===== src/rtl/ws2812_pkg.sv =====
`default_nettype none
// ============================================================================
// Module   : ws2812_pkg
// Brief    : Shared WS2812 receiver/transmitter state type and timing helpers.
// Revision : 1.0
// ============================================================================
package ws2812_pkg;

    localparam int DEF_CLK_FRE         = 50_000_000;
    localparam int DEF_T_BIT_THRESH_NS = 600;
    localparam int DEF_T_HIGH_MAX_NS   = 2000;
    localparam int DEF_T_RESET_NS      = 50000;

    typedef enum logic [1:0] {
        ST_WAIT_GAP = 2'd0,
        ST_IDLE     = 2'd1,
        ST_HIGH     = 2'd2,
        ST_LOW      = 2'd3
    } ws2812_state_t;

    // Whole-MHz clock scaling keeps the product inside 32 bits for realistic rates.
    function automatic int ns_to_cycles(input int clk_fre, input int t_ns);
        return (clk_fre / 1_000_000) * t_ns / 1000;
    endfunction

endpackage
`default_nettype wire


===== src/rtl/ws2812_rx.sv =====
`default_nettype none
// ============================================================================
// Module   : ws2812_rx
// Brief    : WS2812 serial line decoder producing 24-bit words, frame and error pulses.
// Revision : 1.0
// ============================================================================
module ws2812_rx
    import ws2812_pkg::*;
#(
    parameter int CLK_FRE         = DEF_CLK_FRE,
    parameter int T_BIT_THRESH_NS = DEF_T_BIT_THRESH_NS,
    parameter int T_HIGH_MAX_NS   = DEF_T_HIGH_MAX_NS,
    parameter int T_RESET_NS      = DEF_T_RESET_NS
) (
    input  logic        clk,
    input  logic        reset,
    input  logic        din,
    output logic [23:0] rgb,
    output logic        rgb_valid,
    output logic [7:0]  pixel_index,
    output logic        frame_done,
    output logic        err
);

    localparam int T_THRESH = ns_to_cycles(CLK_FRE, T_BIT_THRESH_NS);
    localparam int T_HMAX   = ns_to_cycles(CLK_FRE, T_HIGH_MAX_NS);
    localparam int T_RST    = ns_to_cycles(CLK_FRE, T_RESET_NS);
    localparam int TW       = $clog2(T_RST + 1);

    localparam logic [TW-1:0] THRESH_CNT = TW'(T_THRESH);
    localparam logic [TW-1:0] HMAX_CNT   = TW'(T_HMAX);
    localparam logic [TW-1:0] RST_CNT    = TW'(T_RST);

    logic          sync_q;
    logic          sdin;
    logic          sdin_d;
    logic          rise;
    logic          fall;
    logic [TW-1:0] timer;
    logic          bit_val;

    ws2812_state_t state;
    ws2812_state_t state_nxt;
    logic          take_bit;
    logic          hmax_err;
    logic          latch;
    logic          clear_frame;

    logic [22:0]   shreg;
    logic [4:0]    bit_cnt;
    logic [7:0]    word_cnt;

    always_ff @(posedge clk or posedge reset) begin
        if (reset) begin
            sync_q <= 1'b0;
            sdin   <= 1'b0;
            sdin_d <= 1'b0;
        end else begin
            sync_q <= din;
            sdin   <= sync_q;
            sdin_d <= sdin;
        end
    end

    assign rise = sdin & ~sdin_d;
    assign fall = ~sdin & sdin_d;

    // Timer reads 1 on the cycle after an edge, so at a falling edge it equals the high length.
    always_ff @(posedge clk or posedge reset) begin
        if (reset) begin
            timer <= '0;
        end else if (rise || fall) begin
            timer <= TW'(1);
        end else if (timer != RST_CNT) begin
            timer <= timer + TW'(1);
        end
    end

    assign bit_val = (timer >= THRESH_CNT);

    always_ff @(posedge clk or posedge reset) begin
        if (reset) begin
            state <= ST_WAIT_GAP;
        end else begin
            state <= state_nxt;
        end
    end

    always_comb begin
        state_nxt   = state;
        take_bit    = 1'b0;
        hmax_err    = 1'b0;
        latch       = 1'b0;
        clear_frame = 1'b0;
        case (state)
            ST_WAIT_GAP: begin
                if (!sdin && timer == RST_CNT) begin
                    state_nxt = ST_IDLE;
                end
            end
            ST_IDLE: begin
                clear_frame = 1'b1;
                if (rise) begin
                    state_nxt = ST_HIGH;
                end
            end
            ST_HIGH: begin
                if (fall) begin
                    take_bit  = 1'b1;
                    state_nxt = ST_LOW;
                end else if (timer == HMAX_CNT) begin
                    hmax_err  = 1'b1;
                    state_nxt = ST_WAIT_GAP;
                end
            end
            ST_LOW: begin
                if (rise) begin
                    state_nxt = ST_HIGH;
                end else if (timer == RST_CNT) begin
                    latch     = 1'b1;
                    state_nxt = ST_IDLE;
                end
            end
            default: state_nxt = ST_WAIT_GAP;
        endcase
    end

    // rgb is only written on a completed word; partial bits live in shreg/bit_cnt.
    always_ff @(posedge clk or posedge reset) begin
        if (reset) begin
            shreg       <= '0;
            bit_cnt     <= '0;
            word_cnt    <= '0;
            rgb         <= '0;
            rgb_valid   <= 1'b0;
            pixel_index <= '0;
            frame_done  <= 1'b0;
            err         <= 1'b0;
        end else begin
            rgb_valid  <= 1'b0;
            frame_done <= latch;
            err        <= hmax_err | (latch && bit_cnt != 5'd0);

            if (clear_frame || hmax_err || latch) begin
                bit_cnt <= '0;
            end
            if (clear_frame) begin
                word_cnt    <= '0;
                pixel_index <= '0;
            end

            if (take_bit) begin
                if (bit_cnt == 5'd23) begin
                    rgb         <= {shreg, bit_val};
                    rgb_valid   <= 1'b1;
                    pixel_index <= word_cnt;
                    bit_cnt     <= '0;
                    if (word_cnt != 8'hFF) begin
                        word_cnt <= word_cnt + 8'd1;
                    end
                end else begin
                    shreg   <= {shreg[21:0], bit_val};
                    bit_cnt <= bit_cnt + 5'd1;
                end
            end
        end
    end

endmodule
`default_nettype wire


===== config.mk =====
export PLATFORM = sky130hd
export DESIGN_NAME = ws2812_rx
export DESIGN_NICKNAME = d
export VERILOG_FILES = /design/src/rtl/ws2812_pkg.sv /design/src/rtl/ws2812_rx.sv
export SDC_FILE = /design/constraint.sdc
export NUM_CORES = 1
export LEC_CHECK = 0
export BUFFER_PORTS_ARGS = -buffer_cell sky130_fd_sc_hd__buf_2
export CAP_MARGIN = 20
export CORE_ASPECT_RATIO = 0.6
export CORE_MARGIN = 2
export CORE_UTILIZATION = 40
export DETAILED_ROUTE_END_ITERATION = 6
export HOLD_SLACK_MARGIN = 0.15
export PLACE_DENSITY_LB_ADDON = 0.15
export SLEW_MARGIN = 0
export SYNTH_ARGS = -nofsm -noshare
export SYNTH_HDL_FRONTEND = slang
export SYNTH_SLANG_ARGS = --single-unit

===== constraint.sdc =====
create_clock -name clk -period 6.3 [get_ports clk]
set_input_delay 0.315 -clock clk [delete_from_list [all_inputs] [get_ports clk]]
set_output_delay 0.315 -clock clk [all_outputs]
set_load 0.03 [all_outputs]

# After elaboration in Yosys (flattened, before gate mapping)
# Index checks and enable logic that the tools add are counted.
[op_classes]
addsub = 3
n_lt_le_gt_ge = 1
n_eq_ne = 12
muxes = 30
bitwise = 6
reduce_logical = 13
[ops]
columns = ["op", "count"]
rows = [
  ["$mux W8", 7],
  ["$mux W12", 2],
  ["$mux W5", 3],
  ["$add A12 B1 Y12 const B", 1],
  ["$eq A12 B12 Y1 const B", 1],
  ["$eq A12 B7 Y1 const B", 1],
  ["$ge A12 B5 Y1 const B", 1],
  ["$mux W2", 6],
  ["$ne A12 B12 Y1 const B", 1],
  ["$mux W1", 11],
  ["$add A8 B1 Y8 const B", 1],
  ["$ne A8 B8 Y1 const B", 1],
  ["$pmux W2 S4", 1],
  ["$ne A3 B3 Y1 const B", 2],
  ["$add A5 B1 Y5 const B", 1],
  ["$eq A5 B5 Y1 const B", 1],
  ["$reduce_bool A5 Y1", 1],
  ["$eq A2 B2 Y1 const B", 2],
  ["$ne A2 B2 Y1 const B", 2],
  ["$reduce_and A2 Y1", 2],
  ["$reduce_and A4 Y1", 1],
  ["$reduce_bool A2 Y1", 2],
  ["$logic_or A1 B1 Y1", 3],
  ["$not A1 Y1", 3],
  ["6 further kinds", 8],
]
[totals]
reg_bits = 88
out_inout_bits = 35

# Depth between registers and ports, before layout
# Gate-level depths: netlist of the first run.
[logic_depth]
ltp_word = 8
mapped_depth = 9
ltp_nobuf = 7

# Least setup slack after synthesis of the first run
# No wires, ideal clock.
[synth_path]
kind = "reg2reg"
startpoint = "register timer[0]"
endpoint = "register state[1]"
setup_time_ns = 0.122
t_arrival_ns = 1.632
required_ns = 6.178
path_slack_ns = 4.547
stages_incl_launch_ff = 8
path_buffers = 1
synth_period_minus_slack_ns = 1.753
cell_sequence = "dfrtp_1 > inv_1 > ha_1 > and4bb_1 > buf_6 > nand2_2 > or4_4 > a32o_1"
[synth_between]
elab_chain_cells = 4
elab_cells_between_ends = 7
classes_between = "5 x eq/ne; 2 x reduce/logical"
[synth_rtl]
columns = ["element", "line", "rtl"]
rows = [
  ["start: declaration", "ws2812_rx.sv:39", "logic [TW-1:0] timer;"],
  ["start signal: assignment", "ws2812_rx.sv:75", "timer <= timer + TW'(1);"],
  ["$eq A12 B12 Y1", "ws2812_rx.sv:97, ws2812_rx.sv:119", ""],
  ["$logic_and A1 B1 Y1", "ws2812_rx.sv:97", "if (!sdin && timer == RST_CNT) begin"],
  ["$ne A2 B2 Y1 (no line)", "--", ""],
  ["$reduce_and A4 Y1 (no line) (*)", "--", ""],
  ["end signal: assignment", "ws2812_rx.sv:85", "state <= state_nxt;"],
  ["end: declaration", "ws2812_rx.sv:42", "ws2812_state_t state;"],
]
# Mark *: on every way between the ends. The rest lies on a longest branch, timed or not.
# A chain may end at the register's enable or synchronous reset.

# Worst setup path after layout of the first run
[layout_path]
startpoint = "register bit_cnt[0]"
endpoint = "register word_cnt[3]"
[layout_between]
elab_chain_cells = 3
[layout_rtl]
columns = ["element", "line", "rtl"]
rows = [
  ["start: declaration", "ws2812_rx.sv:50", "logic [4:0] bit_cnt;"],
  ["start signal: assignment", "ws2812_rx.sv:163", "bit_cnt <= bit_cnt + 5'd1;"],
  ["$eq A5 B5 Y1", "ws2812_rx.sv:153", "if (bit_cnt == 5'd23) begin"],
  ["$mux W8", "ws2812_rx.sv:153", ""],
  ["$mux W8", "ws2812_rx.sv:152", "if (take_bit) begin"],
  ["end signal: assignment", "ws2812_rx.sv:159", "word_cnt <= word_cnt + 8'd1;"],
  ["end: declaration", "ws2812_rx.sv:51", "logic [7:0] word_cnt;"],
]
# Every way passes these cells.

==> metrics.log, run 1 <==
[metrics] cell area after placement: 4140 um^2
[metrics] Power Dens Cells: 252 nW/um^2
[metrics] net count of the mapped netlist: 378
[metrics] clock tree from TritonCTS: yes
[metrics] time the final worst path needs with I/O delays and setup: 2.36 ns
[metrics] length of routed wiring on met1: 3.97 mm
[metrics] number of flops mapped to enable cells by yosys: 0
[metrics] Die Span X: 131 um
[metrics] worst r2r path cells: 6
[metrics] Hold WC Path Type: reg2reg
[metrics] Final Routed Wirelength: 7.30 mm
[metrics] number of top-level design ports: 38
[metrics] pin slew with the least headroom to its limit: 0.943 ns
[metrics] netlist area before placement: 3880 um^2
[metrics] max-slew violation total from the final report: 0
[metrics] effective utilization at floorplan: 0.417
[metrics] area inside the core boundary: 9290 um^2
[metrics] Hold Path Cell Cnt: 0
[metrics] count of buffers from port buffering: 37
[metrics] number of cells produced by synthesis: 367
[metrics] maximum level of the CTS H-tree: 3
[metrics] total leakage power: 2.32 nW
[metrics] clock transition time at the flip-flop clock pins of the worst setup and hold paths: 0.06 ns
[metrics] DRC violations left: 0
[metrics] aggregate negative setup slack: 0 ns
[metrics] post-synthesis register bit count: 88
[metrics] maximum number of pins on one net before global-route repair: 76
[metrics] detailed router's first-iteration violation count: 147
[metrics] Final Hold Vio Count: 0
[metrics] diode count: 0
[metrics] Netlist cell types: 51
[metrics] grt total ovfl: 0
[metrics] number of global-route vias before repair: 2588
[metrics] sequential share of the synthesized area: 0.568
[metrics] wire length per cell after detailed routing: 13.6 um
[metrics] clock insertion delay at the later pin of the skew report: 0.33 ns
[metrics] crit path capture type: register
[metrics] setup repair after global routing missed its margin: no
[metrics] critical path start-end classification: reg2reg
[metrics] cts bufs inserted: 9
[metrics] highest metal used: met4
[metrics] share of post-route cells with drive strength above 1: 0.211
[metrics] worst slack on hold paths: 0.357 ns
[metrics] DIE AREA: 10500 um^2
[metrics] maxcap violations: 0
[metrics] f_max: 0.424 GHz
[metrics] Main synth FF type: sky130_fd_sc_hd__dfrtp_1
[metrics] residual antenna-violating net count after detailed routing: 0
[metrics] total number of placement rows: 27
[metrics] count of vias placed by the detailed router: 2635
[metrics] DP Wirelength: 4.78 mm
[metrics] placer's final routability congestion estimate: 0.785
[metrics] Overall Global Routing Usage: 0.149
[metrics] net count of the finished layout: 414
[metrics] syn_area_per_cell: 10.6 um^2
[metrics] kind of start point of the critical path: register
[metrics] setup violation total in the final timing report: 0
[metrics] number of iterations in the first detailed-routing pass: 4
[metrics] largest area contributor in the netlist: sky130_fd_sc_hd__dfrtp_1
[metrics] TritonCTS sink count: 88
[metrics] antenna violations before repair: 0
[metrics] maximum ir drop on the vdd rail: 0.161 mV
[metrics] overall power after layout: 1.12 mW
[metrics] Via-to-Cell Ratio: 4.90
[metrics] area share of the largest cell type after synthesis: 0.568
[metrics] required time reported for the critical path endpoint: 6.49 ns
[metrics] largest cells by area after synthesis: sky130_fd_sc_hd__dfrtp_1 (57%), sky130_fd_sc_hd__nand2_1 (9.8%), sky130_fd_sc_hd__mux2_2 (6.4%)
[metrics] final worst-path cycle share: 0.375
[metrics] global-route wire length before repair: 12.6 mm
[metrics] largest buffer count on any clock path: 2
[metrics] final non-filler cell area: 4450 um^2
[metrics] met3 wire length: 310 um
[metrics] Ys Warns: 0
[metrics] Worst Skew: 0.00526 ns
[metrics] buffer type at the clock tree root: sky130_fd_sc_hd__clkbuf_16
[metrics] arrival time reported for the critical path endpoint: 2.55 ns
[metrics] status: completed
[metrics] Max FO, Critical Path: 36
[metrics] Max-Slew Margin vs Limit: 0.368
[metrics] synth-to-layout area growth: 14.6%
[metrics] Detail Route met2 WL: 2.98 mm
[metrics] async set-or-reset flop fraction in the synthesized netlist: 1.00
[metrics] Die H: 80.3 um
==> critical path, cell delays in order (launching register included) <==
cell	delay [ns]
sky130_fd_sc_hd__dfrtp_1	0.40
sky130_fd_sc_hd__ha_1	0.24
sky130_fd_sc_hd__nand4b_1	0.20
sky130_fd_sc_hd__or2_1	0.15
sky130_fd_sc_hd__clkinv_1	0.73
sky130_fd_sc_hd__nand4b_1	0.36
sky130_fd_sc_hd__o311ai_1	0.13
==> layout make-up <==
type	count	area, um^2
timing repair buffer	41	220
tap	130	163
clock inverter	2	12.5
sequential	88	2200
fill	914	4840
inverter	13	50.0
multi-input combinational	250	1520
clock buffer	14	274
==> flip-flops by register name (all words and copies together) (netlist names) <==
signal / count
shreg: 23
bit_cnt: 5
rgb_valid: 1
err: 1
timer: 12
sdin: 1
frame_done: 1
word_cnt: 8
pixel_index: 8
rgb: 24
state: 2
sync_q: 1
sdin_d: 1
==> path summary, 6_finish.rpt <==
check	start	end	slack, ns
setup / recovery	bit_cnt[0]$_DFFE_PP0P_	word_cnt[3]$_DFF_PP0_	3.94
hold / removal	sync_q$_DFF_PP0_	sdin$_DFF_PP0_	0.36
hold reg to reg	sync_q$_DFF_PP0_	sdin$_DFF_PP0_	0.36
min in group asynchronous	reset	rgb[6]$_DFFE_PP0P_	0.44
max in group asynchronous	reset	rgb[20]$_DFFE_PP0P_	4.66
setup reg to reg	bit_cnt[0]$_DFFE_PP0P_	word_cnt[3]$_DFF_PP0_	3.94
==> power breakdown <==
group          total, mW  switching, mW  internal (mW)  leakage [nW]
sequential         0.580        0.00866          0.571          1.22
clock              0.503          0.204          0.299         0.139
combinational     0.0376         0.0253         0.0124         0.965
total               1.12          0.238          0.882          2.32
==> logic make-up (layout without fill, tap and decap cells) <==
family / after synthesis / after routing / share of synthesized area
adder cells (fa/ha/maj): 8 / 8 / 0.0258
AO/OA/AOI/OAI: 36 / 36 / 0.0594
flip-flops: 88 / 88 / 0.568
multiplexers: 25 / 25 / 0.0716
XOR/XNOR: 10 / 10 / 0.0226
buffers and inverters: 29 / 70 / 0.0390
AND/OR/NAND/NOR: 171 / 171 / 0.214
==> placed cells by master, fill, tap and decap left out, types with 2 or more instances in the layout <==
cell type                         n
sky130_fd_sc_hd__o211ai_1         3
sky130_fd_sc_hd__nor4_1           5
sky130_fd_sc_hd__buf_2           37
sky130_fd_sc_hd__nor2_1           5
sky130_fd_sc_hd__xor2_1           7
sky130_fd_sc_hd__dfrtp_1         88
sky130_fd_sc_hd__dlygate4sd3_1    2
sky130_fd_sc_hd__nand3_1         19
sky130_fd_sc_hd__or3_1            4
sky130_fd_sc_hd__and2_1           9
sky130_fd_sc_hd__nand3b_1         2
sky130_fd_sc_hd__clkbuf_8         3
sky130_fd_sc_hd__o21a_1           2
sky130_fd_sc_hd__clkbuf_16        9
sky130_fd_sc_hd__mux2_2          22
sky130_fd_sc_hd__buf_4            2
sky130_fd_sc_hd__inv_1           11
sky130_fd_sc_hd__nor3_1           3
sky130_fd_sc_hd__and3b_1          2
sky130_fd_sc_hd__clkinv_2         2
sky130_fd_sc_hd__o21ai_0          8
sky130_fd_sc_hd__nor2b_1          2
sky130_fd_sc_hd__ha_1             8
sky130_fd_sc_hd__xnor2_1          3
sky130_fd_sc_hd__clkbuf_1         2
sky130_fd_sc_hd__a31oi_1          5
sky130_fd_sc_hd__nand2_1        101
sky130_fd_sc_hd__nand4_1          4
sky130_fd_sc_hd__mux2i_1          3
sky130_fd_sc_hd__nand2_2          2
sky130_fd_sc_hd__nand4b_1         2
sky130_fd_sc_hd__a21oi_1          8
==> cell usage after synthesis, types with 4 or more instances <==
cell type	count
sky130_fd_sc_hd__o21ai_0	8
sky130_fd_sc_hd__xor2_1	7
sky130_fd_sc_hd__ha_1	8
sky130_fd_sc_hd__a31oi_1	5
sky130_fd_sc_hd__mux2_2	22
sky130_fd_sc_hd__dfrtp_1	88
sky130_fd_sc_hd__nand3_1	19
sky130_fd_sc_hd__inv_1	12
sky130_fd_sc_hd__and2_1	9
sky130_fd_sc_hd__or3_1	4
sky130_fd_sc_hd__nor2_1	5
sky130_fd_sc_hd__nand2_1	101
sky130_fd_sc_hd__buf_2	7
sky130_fd_sc_hd__nand4_1	4
sky130_fd_sc_hd__nor4_1	5
sky130_fd_sc_hd__a21oi_1	8
==> metal layers <==
layer  vias up  global-route usage
met3         4              0.0461
met4         0              0.0304
met5         -                   0
met1      1269               0.217
li1       1313                   -
met2        49               0.219
==> repair_timing <==
item / CTS / global route
resized for setup: 0 / 0
setup buffers: 0 / 0
hold buffers: 2 / 0
hold endpoints to repair: 14 / 0
==> stage by stage <==
stage,util,setup slack [ns],cells
global route,0.479,3.63,538
CTS,0.479,3.91,538
floorplan,-,3.71,367
detailed placement,0.446,3.92,520
global placement,0.446,3.97,520
finish,0.479,3.94,538
No activity file was read; power rests on OpenSTA's default activity.
==> run 2, diff against run 1 <==
- ABC_AREA: not set -> 1
- clock period: 6.3 -> 2.14 ns (I/O delays scaled with it)
==> metrics.log, run 2 <==
[metrics] Final Routed Wirelength: 7.87 mm (+7.8%)
[metrics] net count of the finished layout: 496 (+20%)
[metrics] synth-to-layout area growth: 18.5%
[metrics] maximum number of pins on one net before global-route repair: 47 (-38%)
[metrics] overall power after layout: 3.51 mW (+210%)
[metrics] commonest cells after routing, fill and taps aside: sky130_fd_sc_hd__nand2_1 (103), sky130_fd_sc_hd__dfrtp_1 (88), sky130_fd_sc_hd__inv_1 (61), sky130_fd_sc_hd__o21ai_0 (61), sky130_fd_sc_hd__buf_2 (37)
[metrics] number of global-route vias before repair: 2747 (+6.1%)
[metrics] Overall Global Routing Usage: 0.168 (+0.0185)
[metrics] area inside the core boundary: 9260 um^2 (-0.36%)
[metrics] # placed instances: 602 (+16%)
[metrics] detailed router's first-iteration violation count: 222 (+51%)
[metrics] DRC violations left: 0 (unchanged)
[metrics] setup repair after global routing missed its margin: no
[metrics] clock insertion delay at the later pin of the skew report: 0.34 ns (about the same)
[metrics] storage element area: 2200 um^2 (unchanged)
[metrics] Die Span X: 130 um (-0.53%)
[metrics] max-slew violation total from the final report: 0 (unchanged)
[metrics] number of cells produced by synthesis: 442 (+20%)
[metrics] worst slack on hold paths: 0.349 ns (-0.00765 ns)
[metrics] Die H: 79.8 um (-0.52%)
[metrics] clock transition time at the flip-flop clock pins of the worst setup and hold paths: 0.06 ns (about the same)
[metrics] Hold WC Path Type: reg2reg
[metrics] post-CTS setup buffer count: 0 (unchanged)
[metrics] async set-or-reset flop fraction in the synthesized netlist: 1.00 (unchanged)
[metrics] arrival time reported for the critical path endpoint: 1.92 ns (-0.63 ns)
[metrics] DP Wirelength: 5.44 mm (+14%)
[metrics] cts bufs inserted: 9 (unchanged)
[metrics] Ys Warns: 0 (unchanged)
[metrics] count of vias placed by the detailed router: 2874 (+9.1%)
[metrics] most common cell after layout, fill and taps aside: sky130_fd_sc_hd__nand2_1
[metrics] number of fill cells: 914 (unchanged)
[metrics] post-synthesis register bit count: 88 (unchanged)
[metrics] number of flops mapped to enable cells by yosys: 0 (unchanged)
[metrics] effective utilization at floorplan: 0.414 (-0.00307)
[metrics] Detail Route met2 WL: 3.20 mm (+7.1%)
[metrics] Main synth FF type: sky130_fd_sc_hd__dfrtp_1
[metrics] netlist area before placement: 3830 um^2 (-1.1%)
[metrics] maximum level of the CTS H-tree: 3 (unchanged)
[metrics] residual antenna-violating net count after detailed routing: 0 (unchanged)
[metrics] clock tree from TritonCTS: yes
[metrics] largest buffer count on any clock path: 2 (unchanged)
[metrics] placer's final routability congestion estimate: 0.835 (+6.3%)
[metrics] maximum ir drop on the vdd rail: 0.439 mV (+170%)
[metrics] aggregate negative setup slack: 0 ns (unchanged)
[metrics] largest cells by area after synthesis: sky130_fd_sc_hd__dfrtp_1 (57%), sky130_fd_sc_hd__nand2_1 (10%), sky130_fd_sc_hd__o21ai_0 (8.0%)
[metrics] antenna violations before repair: 0 (unchanged)
[metrics] Worst Skew: 0.00734 ns (+0.00208 ns)
[metrics] required time reported for the critical path endpoint: 2.38 ns (-4.11 ns)
[metrics] total leakage power: 2.23 nW (-3.9%)
[metrics] share of post-route cells with drive strength above 1: 0.135 (-0.0761)
[metrics] DIE AREA: 10400 um^2 (-1.1%)
[metrics] Via-to-Cell Ratio: 4.64 (-5.4%)
[metrics] critical path start-end classification: reg2reg
[metrics] number of iterations in the first detailed-routing pass: 5 (+1)
[metrics] global-route wire length before repair: 13.4 mm (+6.3%)
[metrics] maxcap violations: 0 (unchanged)
[metrics] crit path capture type: register
[metrics] multi-input logic area: 1340 um^2 (-12%)
[metrics] Netlist cell types: 26 (-49%)
[metrics] largest area contributor in the netlist: sky130_fd_sc_hd__dfrtp_1
[metrics] number of top-level design ports: 38 (unchanged)
[metrics] net count of the mapped netlist: 453 (+20%)
[metrics] Power Dens Cells: 771 nW/um^2 (+210%)
[metrics] diode count: 0 (unchanged)
[metrics] buffer type at the clock tree root: sky130_fd_sc_hd__clkbuf_16
[metrics] final worst-path cycle share: 0.788 (+0.413)
[metrics] wire length per cell after detailed routing: 12.7 um (-6.5%)
[metrics] status: completed
[metrics] area share of the largest cell type after synthesis: 0.574 (+0.00630)
[metrics] f_max: 0.593 GHz (+40%)
[metrics] sequential share of the synthesized area: 0.574 (+0.00630)
[metrics] setup violation total in the final timing report: 0 (unchanged)
[metrics] met3 wire length: 332 um (+7.1%)
[metrics] top cells by instance count after synthesis: sky130_fd_sc_hd__nand2_1 (103), sky130_fd_sc_hd__dfrtp_1 (88), sky130_fd_sc_hd__inv_1 (62), sky130_fd_sc_hd__o21ai_0 (61), sky130_fd_sc_hd__nor2_1 (34)
[metrics] highest metal used: met4
[metrics] pin slew with the least headroom to its limit: 0.642 ns (-0.301 ns)
[metrics] worst slack, placed: 0.442 ns (-3.48 ns)
[metrics] length of routed wiring on met1: 4.31 mm (+8.4%)
[metrics] kind of start point of the critical path: register
[metrics] time the final worst path needs with I/O delays and setup: 1.69 ns (-0.674 ns)
[metrics] Largest register FFs: 24 (unchanged)
[metrics] Biggest register: rgb
[metrics] grt total ovfl: 0 (unchanged)
[metrics] count of buffers from port buffering: 37 (unchanged)
[metrics] Max FO, Critical Path: 7 (-81%)
[metrics] total number of placement rows: 27 (unchanged)
[metrics] largest registers ranked by flip-flop count: rgb x24, shreg x23, timer x12
[metrics] non-filler cells in the finished layout: 620 (+15%)
[metrics] TritonCTS sink count: 88 (unchanged)
[metrics] worst path setup slack after routing: 0.454 ns (-3.49 ns)
[metrics] Final Hold Vio Count: 0 (unchanged)
[metrics] Max-Slew Margin vs Limit: 0.571 (+0.203)
[metrics] syn_area_per_cell: 8.68 um^2 (-18%)
[metrics] most instantiated library cell after synthesis: sky130_fd_sc_hd__nand2_1
run 2: cell count changes in the layout (fill, tap and decap cells not counted), moves of 4 or more:
cell / before / now
sky130_fd_sc_hd__a21oi_1: 8 / 13
sky130_fd_sc_hd__and2_1: 9 / 0
sky130_fd_sc_hd__inv_1: 11 / 61
sky130_fd_sc_hd__mux2_2: 22 / 0
sky130_fd_sc_hd__nand3_1: 19 / 24
sky130_fd_sc_hd__nand4_1: 4 / 8
sky130_fd_sc_hd__nor2_1: 5 / 33
sky130_fd_sc_hd__nor4_1: 5 / 0
sky130_fd_sc_hd__o21ai_0: 8 / 61
sky130_fd_sc_hd__o21ai_1: 1 / 6
sky130_fd_sc_hd__or3_1: 4 / 0
sky130_fd_sc_hd__xor2_1: 7 / 3
run 2: layer usage:
layer,up-vias,global-route usage
met2,59,0.242
met1,1310,0.242
met3,2,0.0523
li1,1503,-
met4,0,0.0511
met5,-,0
run 2: kinds of logic after synthesis:
family                   count (synthesis)  share of synthesized area
adder cells (fa/ha/maj)                  8                     0.0261
buffers and inverters                   76                     0.0763
flip-flops                              88                      0.574
AND/OR/NAND/NOR                        179                      0.196
AO/OA/AOI/OAI                           88                      0.121
XOR/XNOR                                 3                    0.00685
run 2: stage by stage:
step	instance area, um^2	utilization
2_1_floorplan	3840	-
3_3_place_gp	4200	0.454
3_5_place_dp	4200	0.454
4_1_cts	4550	0.491
5_1_grt	4550	0.491
6_report	4550	0.491
run 2: area by class of cell:
class / count / share of cell area
multi-input combinational: 278 / 0.295
sequential: 88 / 0.484
inverter: 63 / 0.0528
clock inverter: 4 / 0.0168
tap: 130 / 0.0358
clock buffer: 12 / 0.0542
timing repair buffer: 45 / 0.0606
run 2: worst paths after layout:
path / cells after the start / slack, ns / to / startpoint
worst max-delay path: 10 / 0.45 / word_cnt[2]$_DFF_PP0_ / bit_cnt[0]$_DFFE_PP0P_
worst min-delay path: 0 / 0.35 / sdin$_DFF_PP0_ / sync_q$_DFF_PP0_
worst max register to register: 10 / 0.45 / word_cnt[2]$_DFF_PP0_ / bit_cnt[0]$_DFFE_PP0P_
worst min register to register: 0 / 0.35 / sdin$_DFF_PP0_ / sync_q$_DFF_PP0_
max in group asynchronous: 4 / 1.10 / bit_cnt[1]$_DFFE_PP0P_ / reset
min in group asynchronous: 3 / 0.40 / rgb[5]$_DFFE_PP0P_ / reset
run 2: report_power, final:
| group | internal [mW] | leakage, nW | switching [mW] |
|---|---|---|---|
| Combinational | 0.0325 | 0.859 | 0.0814 |
| Sequential | 1.68 | 1.22 | 0.0171 |
| Clock | 1.06 | 0.153 | 0.636 |
run 2: what timing repair did:
action | in CTS | in global routing
hold endpoints to repair | 28 | 0
hold buffers | 2 | 0
setup endpoints to repair | 0 | 0
gates resized for setup | 0 | 0
run 2: critical path: stages, from the launching register on:
cell                      delay (ns)
sky130_fd_sc_hd__dfrtp_1        0.39
sky130_fd_sc_hd__ha_1           0.23
sky130_fd_sc_hd__nand3_1        0.13
sky130_fd_sc_hd__nor2_2         0.17
sky130_fd_sc_hd__nand2_2        0.12
sky130_fd_sc_hd__inv_2          0.14
sky130_fd_sc_hd__nand2_1        0.08
sky130_fd_sc_hd__nand2_1        0.15
sky130_fd_sc_hd__nand2_1        0.07
sky130_fd_sc_hd__nand2_1        0.06
sky130_fd_sc_hd__inv_1          0.03
==> run 3, diff against run 2 <==
- clock period: 2.14 -> 1.4 ns (I/O delays scaled with it)
==> metrics.log, run 3 (synthesis results as in run 2) <==
[metrics] status: finished, violations left
[metrics] violated checks: setup timing
[metrics] setup repair after global routing missed its margin: yes
[metrics] worst path setup slack after routing: -0.0814 ns (-0.536 ns)
[metrics] grt total ovfl: 0 (unchanged)
[metrics] Sequential Power Share: 0.464 (-0.020)
[metrics] maximum level of the CTS H-tree: 3 (unchanged)
[metrics] DP Wirelength: 5.86 mm (+7.6%)
[metrics] f_max: 0.675 GHz (+14%)
[metrics] DRC violations left: 0 (unchanged)
[metrics] setup violation total in the final timing report: 57 (+57)
[metrics] most common cell after layout, fill and taps aside: sky130_fd_sc_hd__nand2_1
[metrics] effective utilization at floorplan: 0.414 (unchanged)
[metrics] synth-to-layout area growth: 38.1%
[metrics] Worst Skew: 0.00519 ns (-0.00215 ns)
[metrics] number of top-level design ports: 38 (unchanged)
[metrics] crit path capture type: register
[metrics] max-slew violation total from the final report: 0 (unchanged)
[metrics] power share of the combinational group: 0.061 (+0.029)
[metrics] Power Dens Cells: 1050 nW/um^2 (+37%)
[metrics] number of global-route vias before repair: 2715 (-1.2%)
[metrics] Final Util: 0.572 (+0.0812)
[metrics] time the final worst path needs with I/O delays and setup: 1.48 ns (-0.204 ns)
[metrics] placer's final routability congestion estimate: 0.834 (about the same)
[metrics] Final Hold Vio Count: 0 (unchanged)
[metrics] TritonCTS sink count: 88 (unchanged)
[metrics] Final Routed Wirelength: 8.99 mm (+14%)
[metrics] Biggest register: rgb
[metrics] arrival time reported for the critical path endpoint: 1.75 ns (-0.17 ns)
[metrics] cts bufs inserted: 9 (unchanged)
[metrics] diode count: 0 (unchanged)
[metrics] clock transition time at the flip-flop clock pins of the worst setup and hold paths: 0.06 ns (about the same)
[metrics] count of buffers from port buffering: 37 (unchanged)
[metrics] Max FO, Critical Path: 5 (-2)
[metrics] Via-to-Cell Ratio: 4.68 (+0.92%)
[metrics] maximum ir drop on the vdd rail: 0.625 mV (+42%)
[metrics] clock insertion delay at the later pin of the skew report: 0.34 ns (about the same)
[metrics] pin slew with the least headroom to its limit: 0.338 ns (-0.304 ns)
[metrics] Die H: 79.8 um (unchanged)
[metrics] global-route wire length before repair: 13.6 mm (+1.4%)
[metrics] area inside the core boundary: 9260 um^2 (unchanged)
[metrics] Internal Power: 4.38 mW (+58%)
[metrics] Die Span X: 130 um (unchanged)
[metrics] number of iterations in the first detailed-routing pass: 4 (-1)
[metrics] wire length per cell after detailed routing: 13.4 um (+5.6%)
[metrics] largest buffer count on any clock path: 2 (unchanged)
[metrics] Max-Slew Margin vs Limit: 0.772 (+0.201)
[metrics] Hold WC Path Type: in2async
[metrics] maximum number of pins on one net before global-route repair: 52 (+11%)
[metrics] kind of start point of the critical path: register
[metrics] Overall Global Routing Usage: 0.173 (+0.00508)
[metrics] net count of the finished layout: 547 (+10%)
[metrics] antenna violations before repair: 0 (unchanged)
[metrics] total number of placement rows: 27 (unchanged)
[metrics] DIE AREA: 10400 um^2 (unchanged)
[metrics] buffer type at the clock tree root: sky130_fd_sc_hd__clkbuf_16
[metrics] clock tree from TritonCTS: yes
[metrics] worst slack, placed: -0.0732 ns (-0.516 ns)
[metrics] share of power burned in the clock network: 0.474 (-0.010)
[metrics] switching share of total power: 0.216 (+0.00619)
[metrics] commonest cells after routing, fill and taps aside: sky130_fd_sc_hd__nand2_1 (94), sky130_fd_sc_hd__dfrtp_1 (85), sky130_fd_sc_hd__inv_1 (52)
[metrics] critical path start-end classification: reg2reg
[metrics] detailed router's first-iteration violation count: 211 (-5.0%)
[metrics] power spent charging and discharging nets: 1.20 mW (+64%)
[metrics] residual antenna-violating net count after detailed routing: 0 (unchanged)
[metrics] required time reported for the critical path endpoint: 1.67 ns (-0.71 ns)
[metrics] total leakage power: 2.57 nW (+15%)
[metrics] maxcap violations: 0 (unchanged)
[metrics] count of vias placed by the detailed router: 3139 (+9.2%)
[metrics] largest registers ranked by flip-flop count: rgb x24, shreg x23, timer x12
[metrics] worst slack on hold paths: 0.170 ns (-0.179 ns)
[metrics] final worst-path cycle share: 1.06 (+0.270)
[metrics] overall power after layout: 5.58 mW (+59%)
[metrics] number of fill cells: 877 (-4.0%)
[metrics] share of post-route cells with drive strength above 1: 0.316 (+0.181)
[metrics] Largest register FFs: 24 (unchanged)
-- run 3: cell count changes in the layout (fill, tap and decap cells not counted), moves of 5 or more --
cell / before / now
sky130_fd_sc_hd__nand3_1: 24 / 18
sky130_fd_sc_hd__nor2_1: 33 / 26
sky130_fd_sc_hd__inv_1: 61 / 52
sky130_fd_sc_hd__nand2_4: 0 / 5
sky130_fd_sc_hd__o21ai_2: 0 / 6
sky130_fd_sc_hd__buf_6: 0 / 6
sky130_fd_sc_hd__buf_4: 4 / 44
sky130_fd_sc_hd__nand2_1: 103 / 94
sky130_fd_sc_hd__o21ai_1: 6 / 21
sky130_fd_sc_hd__inv_2: 1 / 9
sky130_fd_sc_hd__o21ai_0: 61 / 40
sky130_fd_sc_hd__ha_1: 8 / 3
-- run 3: power groups by stage --
stage | combinational [mW] | clock [mW] | sequential (mW)
5_1_grt | 0.380 | 2.82 | 2.59
2_1_floorplan | 0.120 | 0 | 2.63
6_report | 0.342 | 2.65 | 2.59
4_1_cts | 0.254 | 2.69 | 2.58
3_3_place_gp | 0.230 | 0 | 2.63
3_5_place_dp | 0.233 | 0 | 2.63
-- run 3: critical path, stage by stage, from the launching register on --
cell and delay, ns:
sky130_fd_sc_hd__dfrtp_1 0.41, sky130_fd_sc_hd__ha_4 0.19, sky130_fd_sc_hd__nand3_4 0.07, sky130_fd_sc_hd__nor2_4 0.06, sky130_fd_sc_hd__buf_4 0.14, sky130_fd_sc_hd__nor2_4 0.15
sky130_fd_sc_hd__buf_6 0.14, sky130_fd_sc_hd__buf_6 0.12, sky130_fd_sc_hd__nor2_1 0.04, sky130_fd_sc_hd__a21oi_1 0.10
-- run 3: final timing paths --
| check | startpoint | end | slack (ns) | depth (start not counted) |
|---|---|---|---|---|
| max | bit_cnt[0]$_DFFE_PP0P_ | shreg[19]$_DFFE_PP0P_ | -0.08 | 9 |
| min | reset | rgb[5]$_DFFE_PP0P_ | 0.17 | 3 |
| max reg2reg | bit_cnt[0]$_DFFE_PP0P_ | shreg[19]$_DFFE_PP0P_ | -0.08 | 9 |
| min reg2reg | sync_q$_DFF_PP0_ | sdin$_DFF_PP0_ | 0.37 | 0 |
| max in group asynchronous | reset | timer[5]$_DFFE_PP0P_ | 0.71 | 4 |
| min in group clk | sync_q$_DFF_PP0_ | sdin$_DFF_PP0_ | 0.37 | 0 |
-- run 3: repair_timing --
action / in CTS / in global routing
hold endpoints to repair: 89 / 0
gates resized for setup: 18 / 81
gates cloned: 0 / 3
pin swaps: 8 / 13
buffers inserted: 5 / 12
endpoints found under the setup margin: 48 / 77
hold buffers: 2 / 0
-- run 3: area by class of cell --
cell class	count	area, um^2	share of cell area
sequential	88	2210	0.416
timing repair buffer	96	743	0.140
clock inverter	4	76.3	0.0144
tap	130	163	0.0307
clock buffer	12	256	0.0484
inverter	63	243	0.0458
multi-input combinational	278	1610	0.304
-- run 3: stage by stage --
stage                     instance area (um^2)  setup TNS (ns)  instances
after detailed placement                  4480           -1.54        633
after global placement                    4480          -0.550        633
after floorplan                           3880               0        442
after global routing                      5300           -7.63        671
after CTS                                 4910          -0.775        656
final                                     5300           -2.00        671
-- run 3: routing by layer --
metal  vias up  wire length [um]  share of wire  global-route usage
met4         0               104          0.012              0.0511
li1       1611                 -              -                   -
met1      1469              4700           0.52               0.257
met3        10               309          0.034              0.0529
met2        49              3880           0.43               0.241
met5         -                 0              0                   0
